## config.mk

```make
export PLATFORM = sky130hd
export DESIGN_NAME = loader_wr_fifo
export DESIGN_NICKNAME = d
export VERILOG_FILES = /design/src/rtl/loader_wr_fifo.sv
export SDC_FILE = /design/constraint.sdc
export NUM_CORES = 1
export LEC_CHECK = 0
export ABC_CLOCK_PERIOD_IN_PS = 3100
export BUFFER_PORTS_ARGS = -buffer_cell sky130_fd_sc_hd__clkbuf_2
export CORE_MARGIN = 4
export CORE_UTILIZATION = 30
export CTS_BUF_LIST = sky130_fd_sc_hd__clkbuf_4 sky130_fd_sc_hd__clkbuf_8 sky130_fd_sc_hd__clkbuf_16
export DETAILED_ROUTE_END_ITERATION = 12
export PLACE_DENSITY = 0.51
export SYNTH_ARGS = -nofsm -noshare
export SYNTH_HDL_FRONTEND = slang
export SYNTH_SLANG_ARGS = --single-unit
export TNS_END_PERCENT = 10
```

## constraint.sdc

```tcl
create_clock -name clk -period 3.1 [get_ports clk]
set_input_delay 0.62 -clock clk [delete_from_list [all_inputs] [get_ports clk]]
set_output_delay 0.62 -clock clk [all_outputs]
set_load 0.03 [all_outputs]
```

## src/rtl/loader_wr_fifo.sv

```systemverilog
// Small FIFO between GameLoader byte writes and the SDRAM write port.
// Each queued write is replayed on a NES CE slot and held for one full slot period.
module loader_wr_fifo #(
    parameter int unsigned ADDR_W     = 22,
    parameter int unsigned DEPTH_LOG2 = 2
) (
    input  logic                  clk,
    input  logic                  reset,
    input  logic                  enable,
    input  logic                  slot,
    input  logic                  in_write,
    input  logic [ADDR_W-1:0]     in_addr,
    input  logic [7:0]            in_data,
    output logic                  out_write,
    output logic [ADDR_W-1:0]     out_addr,
    output logic [7:0]            out_data,
    output logic [DEPTH_LOG2:0]   level,
    output logic                  overflow,
    output logic [ADDR_W-1:0]     wr_count
);

    localparam int unsigned PW    = DEPTH_LOG2 + 1;
    localparam int unsigned DEPTH = 1 << DEPTH_LOG2;
    localparam int unsigned EW    = ADDR_W + 8;

    logic [EW-1:0]       mem_q [DEPTH];
    logic [PW-1:0]       wr_ptr_q, wr_ptr_d;
    logic [PW-1:0]       rd_ptr_q, rd_ptr_d;
    logic [PW-1:0]       level_q, level_d;
    logic                out_write_q, out_write_d;
    logic [ADDR_W-1:0]   out_addr_q, out_addr_d;
    logic [7:0]          out_data_q, out_data_d;
    logic                overflow_q, overflow_d;
    logic [ADDR_W-1:0]   wr_count_q, wr_count_d;
    logic                enable_q, enable_d;

    logic                empty, full, pop, push;
    logic [EW-1:0]       head;

    assign empty = (wr_ptr_q == rd_ptr_q);
    assign full  = (wr_ptr_q[PW-1] != rd_ptr_q[PW-1]) &&
                   (wr_ptr_q[DEPTH_LOG2-1:0] == rd_ptr_q[DEPTH_LOG2-1:0]);
    assign head  = mem_q[rd_ptr_q[DEPTH_LOG2-1:0]];

    // Pop sees only entries present before this edge, so a slot-cycle push is not bypassed.
    assign pop  = enable && slot && !empty;
    assign push = enable && in_write && (!full || pop);

    always_comb begin
        wr_ptr_d    = wr_ptr_q;
        rd_ptr_d    = rd_ptr_q;
        level_d     = level_q;
        out_write_d = out_write_q;
        out_addr_d  = out_addr_q;
        out_data_d  = out_data_q;
        overflow_d  = overflow_q;
        wr_count_d  = wr_count_q;
        enable_d    = enable;
        if (!enable) begin
            wr_ptr_d    = '0;
            rd_ptr_d    = '0;
            level_d     = '0;
            out_write_d = 1'b0;
        end else begin
            if (!enable_q) begin
                overflow_d = 1'b0;
                wr_count_d = '0;
            end
            if (slot) begin
                out_write_d = !empty;
            end
            if (pop) begin
                out_addr_d = head[EW-1:8];
                out_data_d = head[7:0];
                rd_ptr_d   = rd_ptr_q + PW'(1);
                wr_count_d = wr_count_d + ADDR_W'(1);
            end
            if (push) begin
                wr_ptr_d = wr_ptr_q + PW'(1);
            end
            if (in_write && !push) begin
                overflow_d = 1'b1;
            end
            level_d = level_q + PW'(push) - PW'(pop);
        end
    end

    always_ff @(posedge clk) begin
        if (reset) begin
            wr_ptr_q    <= '0;
            rd_ptr_q    <= '0;
            level_q     <= '0;
            out_write_q <= 1'b0;
            out_addr_q  <= '0;
            out_data_q  <= '0;
            overflow_q  <= 1'b0;
            wr_count_q  <= '0;
            enable_q    <= 1'b0;
        end else begin
            wr_ptr_q    <= wr_ptr_d;
            rd_ptr_q    <= rd_ptr_d;
            level_q     <= level_d;
            out_write_q <= out_write_d;
            out_addr_q  <= out_addr_d;
            out_data_q  <= out_data_d;
            overflow_q  <= overflow_d;
            wr_count_q  <= wr_count_d;
            enable_q    <= enable_d;
        end
    end

    always_ff @(posedge clk) begin
        if (push) begin
            mem_q[wr_ptr_q[DEPTH_LOG2-1:0]] <= {in_addr, in_data};
        end
    end

    assign out_write = out_write_q;
    assign out_addr  = out_addr_q;
    assign out_data  = out_data_q;
    assign level     = level_q;
    assign overflow  = overflow_q;
    assign wr_count  = wr_count_q;

endmodule

```

Word level (Yosys, flattened, before mapping)
Memory sizes are Yosys's and may differ from the RTL's. A register that Yosys moved wholly into a read port is not among the register bits.
Index checks and enable logic that the tools add are counted.
{ "classes": {"n_mux": 7, "n_eq_ne": 4, "reduce_logical": 13, "bitwise_logic": 1, "addsub": 5} }
{ "op_table": {"columns": ["op", "n"], "rows": [
  ["22-bit 2-to-1 mux", 3],
  ["22-bit by 1-bit adder with 22-bit output (second input constant)", 1],
  ["3-bit by 1-bit adder with 3-bit output (second input constant)", 2],
  ["1-bit logical AND", 6],
  ["1-bit 2-to-1 mux", 4],
  ["2-bit AND reduction", 2],
  ["3-bit by 1-bit adder with 3-bit output", 1],
  ["3-bit == test", 1],
  ["1-bit zero test", 3],
  ["3-bit by 1-bit subtractor with 3-bit output", 1],
  ["2-bit == test", 1],
  ["2-bit by 1-bit != test with 1-bit output (second input constant)", 1],
  ["2-bit OR reduction", 1],
  ["1-bit logical OR", 1],
  ["1-bit != test", 1],
  ["1-bit NOT", 1]
]} }
{ "totals": {"n_memories": 1, "ff_bits": 34, "ram_bits": 120, "inputBits": 35} }
{ "mem_list": {"columns": ["name", "depth", "word_bits", "rd", "rd_clocked_by_memory_dff", "write_ports", "line_no", "text"], "rows": [
  ["mem_q", 4, 30, 1, 1, 1, "26", "logic [EW-1:0] mem_q [DEPTH];"]
]} }

Longest topological paths before layout
{ "logic_depth": {"ltp_word": 9, "mapped_depth": 12} }

Worst setup path after synthesis
OpenSTA, ideal clock, no wires.
{ "synth_path": {"path_type": "register to register", "start": "register rd_ptr_q[1]", "end": "register level_q[2] (netlist: level[2])", "setup_slack_ns": 0.555, "stages_incl_launch_ff": 13, "t_arrival_ns": 2.419, "n_path_buf": 2, "period_less_slack_ns": 2.545, "cell_sequence": "dfxtp_1 -> buf_2 -> xor2_1 -> o31ai_1 -> inv_1 -> clkbuf_1 -> ha_1 -> inv_1 -> ha_1 -> fa_1 -> xnor2_1 -> xnor2_1 -> nor2_1"} }
{ "synth_via": {"elab_chain_cells": 7, "elab_cells_between_ends": 10} }
{ "synth_rtl": {"columns": ["element", "line_no", "text"], "rows": [
  ["start, declared", "28", "logic [PW-1:0] rd_ptr_q, rd_ptr_d;"],
  ["start signal, assigned", "101", "rd_ptr_q <= rd_ptr_d;"],
  ["3-bit == test / 2-bit == test (equally long branches)", "40, 42", null],
  ["1-bit zero test / 1-bit logical AND (equally long branches)", "46, 41", null],
  ["1-bit logical AND / 1-bit zero test (equally long branches)", "46, 47", null],
  ["1-bit logical OR", "47", "assign push = enable && in_write && (!full || pop);"],
  ["1-bit logical AND", "47", null],
  ["3-bit by 1-bit adder with 3-bit output", "84", "level_d = level_q + PW'(push) - PW'(pop);"],
  ["3-bit by 1-bit subtractor with 3-bit output *", "84", null],
  ["end signal, assigned", "102", "level_q <= level_d;"],
  ["end, declared", "29", "logic [PW-1:0] level_q, level_d;"]
]} }
Every way passes the cells marked *; elsewhere a longest branch is shown, timed or not.
A chain may end at the register's enable or synchronous reset.

Worst setup path after layout
{ "layout_path": {"start": "register wr_ptr_q[0]", "end": "register level_q[2] (netlist: level[2])"} }
{ "layout_via": {"elab_chain_cells": 7, "elab_cells_between_ends": 10} }
{ "layout_rtl": {"columns": ["element", "line_no", "text"], "rows": [
  ["start, declared", "27", "logic [PW-1:0] wr_ptr_q, wr_ptr_d;"],
  ["start signal, assigned", "100", "wr_ptr_q <= wr_ptr_d;"],
  ["3-bit == test / 2-bit == test (equally long branches)", "40, 42", null],
  ["1-bit zero test / 1-bit logical AND (equally long branches)", "46, 41", null],
  ["1-bit logical AND / 1-bit zero test (equally long branches)", "46, 47", null],
  ["1-bit logical OR", "47", null],
  ["1-bit logical AND", "47", null],
  ["3-bit by 1-bit adder with 3-bit output", "84", null],
  ["3-bit by 1-bit subtractor with 3-bit output *", "84", null]
]} }
Marked as above.

==> impl_metrics.toml <==
[run_status]
status = "finished clean"

[pwr]
p_comb_share_pct = 2.9
powerDensity_nw_per_um2 = 580
finalPower_mw = 5.01
power.internal_mw = 4.01
clkPwrFrac_pct = 44.2
p_leak_nw = 3.00
seqPwrFrac_pct = 52.9
vdd_drop_max_v = 0.000268
power.switching_mw = 1.00
sw_frac_of_total_pct = 19.9

[clock_network]
cts_root_buffer = "clkbuf_16"
post_cts_buffers = 0
clockBufferDepth = 2
htreeDepth = 4
clkLatencyLatePin_ps = 430
cts_sinks = 184
tritoncts = "done"
hold_buffers = 0
clkTransAtPathRegs_ps = 70
post_cts_resize_count = 0
cts_buffers = 17

[drt]
wire_per_inst_um = 16.5
num_vias = 4324
wirelength_mm = 15.5
ant_nets = 0
drt_iter0_drc = 246
viasPerCell = 4.61
drc = 0
drtPass1Iterations = 4

[setup_path]
crit_required_ps = 3400
crit_arrival_ps = 2660
startpoint_type = "register"
critPathKind = "reg -> reg"
worst_setup_path_end_kind = "register"
crit_fanout = 6

[timing]
hold_viol_final = 0
tightest_slew_ps = 787
fin_worst_skew_ps = 8.05
layout_min_cycle_time_ps = 2360
fmax_mhz = 423
setup_tns_ps = 0
post-route-period-util_pct = 76.2
fin_hold_ws_ps = 411
setup_violations = 0
rsz0062_at_grt = "false"
finalMaxSlewViolations = 0
slew_headroom_pct = 47.6

[min_path]
holdCritPathClass = "in -> reg"

[yosys]
synth_area_leader_cell = "edfxtp_1"
postSynth.asyncResetShare_pct = 0
synth_ff_type = "edfxtp_1"
synth_cells = 512
yosys.cell_types.count = 38
synth_top_cells_by_area = "edfxtp_1 (50%), dfxtp_1 (18%), mux4_2 (9.4%)"
yosysSeqAreaShare_pct = 68.1
synth_nets = 556
synth_top_cells_by_count = "edfxtp_1 (120), nand2_1 (92), dfxtp_1 (64)"
yosys.area.top_type_share_pct = 50.3
synth-edff-count = 120
yosysMostFrequentCell = "edfxtp_1"
syn-mean-instance-area_um2 = 14.0
syn_area_um2 = 7170
ys.warnings.count = 0
synth_seq_cells = 184

[place]
dp.cells = 905
dp_hpwl_mm = 9.84
place.gp.congestion = 0.786
portBuffers = 91

[final_layout]
area_growth_pct = 20.5
fill_cells = 2264
drive_gt1_share_pct = 28.6
nNetsFinal = 649
finalNonFillerCells = 938

[die]
die-area_um2 = 26400
core-area_um2 = 23500
num_rows = 56
ioPinCount = 92
start_util_pct = 30.5
die_h_um = 163
die-width_um = 163

[grt]
grt_antenna_before_repair = 1
grt_pass1_vias = 4375
grt_max_degree = 54
grt_overflow_total = 0
grt_first_pass_wirelength_mm = 24.5
grt_use_total_pct = 12.1

[job]
maxCapViolations = 0
## stage by stage
| stage | util (%) | worst slack (ps) | cell area [um^2] |
|---|---|---|---|
| floorplan | - | 555 | 7170 |
| global placement | 34.2 | 521 | 8030 |
| detailed placement | 34.2 | 427 | 8030 |
| CTS | 36.8 | 712 | 8630 |
| global route | 36.8 | 502 | 8630 |
| finish | 36.8 | 736 | 8640 |
## worst max-delay path: stages, from the launching register on
cell	delay [ps]
dfxtp_1	450
xnor2_1	120
a41oi_1	280
inv_1	120
ha_1	290
inv_1	40
ha_1	180
fa_1	370
xnor2_1	190
xnor2_1	140
nor2_1	50
## layer usage
| metal | part of all wire (%) | up-vias | global-route usage [%] | wire length [um] |
|---|---|---|---|---|
| met5 | 0.090 | - | 0 | 14 |
| met4 | 1.8 | 2 | 4.00 | 280 |
| met3 | 5.2 | 21 | 3.47 | 809 |
| met2 | 48 | 99 | 20.2 | 7510 |
| met1 | 44 | 2157 | 15.3 | 6890 |
| li1 | - | 2045 | - | - |
## area by class of cell
cell class	instances	area, um^2	share of cell area [%]
diodes	1	2.50	0.0290
clock buffers	22	463	5.36
clock inverters	10	144	1.67
inverters	13	48.8	0.565
multi-input cells	288	2140	24.7
flip-flops and latches	184	4890	56.6
well taps	319	399	4.62
repair buffers	101	556	6.43
## cells in the final DEF, fill, tap and decap left out, types with 7 or more instances in the layout
cell and n:
edfxtp_1 120, nand2_1 92, clkbuf_2 91, dfxtp_1 62
a21oi_1 37, mux4_2 30, nor2_1 27, xnor2_1 20
clkbuf_16 17, inv_1 12, nand3_1 10, nand4_1 10
ha_1 8, buf_4 8, and2_1 7, xor2_1 7
## cell families (layout without fill, tap and decap cells)
group	after synthesis	after routing	share of synthesized area (%)
flip-flops	184	184	68.1
AND/OR/NAND/NOR	174	174	11.3
AO/OA/AOI/OAI	46	46	3.54
buffers and inverters	40	146	2.32
multiplexers	32	32	9.71
XOR/XNOR	27	27	3.30
adder cells (fa/ha/maj)	9	9	1.68
other	0	1	0
## power by group through the flow
stage                     logic, mW  registers [mW]  clock network (mW)
final                         0.146            2.65                2.22
after global routing          0.163            2.65                2.39
after CTS                     0.150            2.65                2.27
after detailed placement      0.150            2.70                   0
after global placement        0.146            2.70                   0
after floorplan              0.0693            2.71                   0
## final timing paths
path	from	end	slack [ps]	cells past startpoint
worst max-delay path	wr_ptr_q[0]	level[2]	740	10
worst min-delay path	in_data[5]	mem_q[1][5]	410	1
worst max register to register	wr_ptr_q[0]	level[2]	740	10
worst min register to register	out_data[2]	out_data[2]	450	2
## flip-flops by register name, indices dropped and copies added, names as in the netlist, 3 cells and up
| name | count |
|---|---|
| level | 3 |
| mem_q | 120 |
| out_addr | 22 |
| out_data | 8 |
| rd_ptr_q | 3 |
| wr_count | 22 |
| wr_ptr_q | 3 |
(Power assumes the default switching activity.)
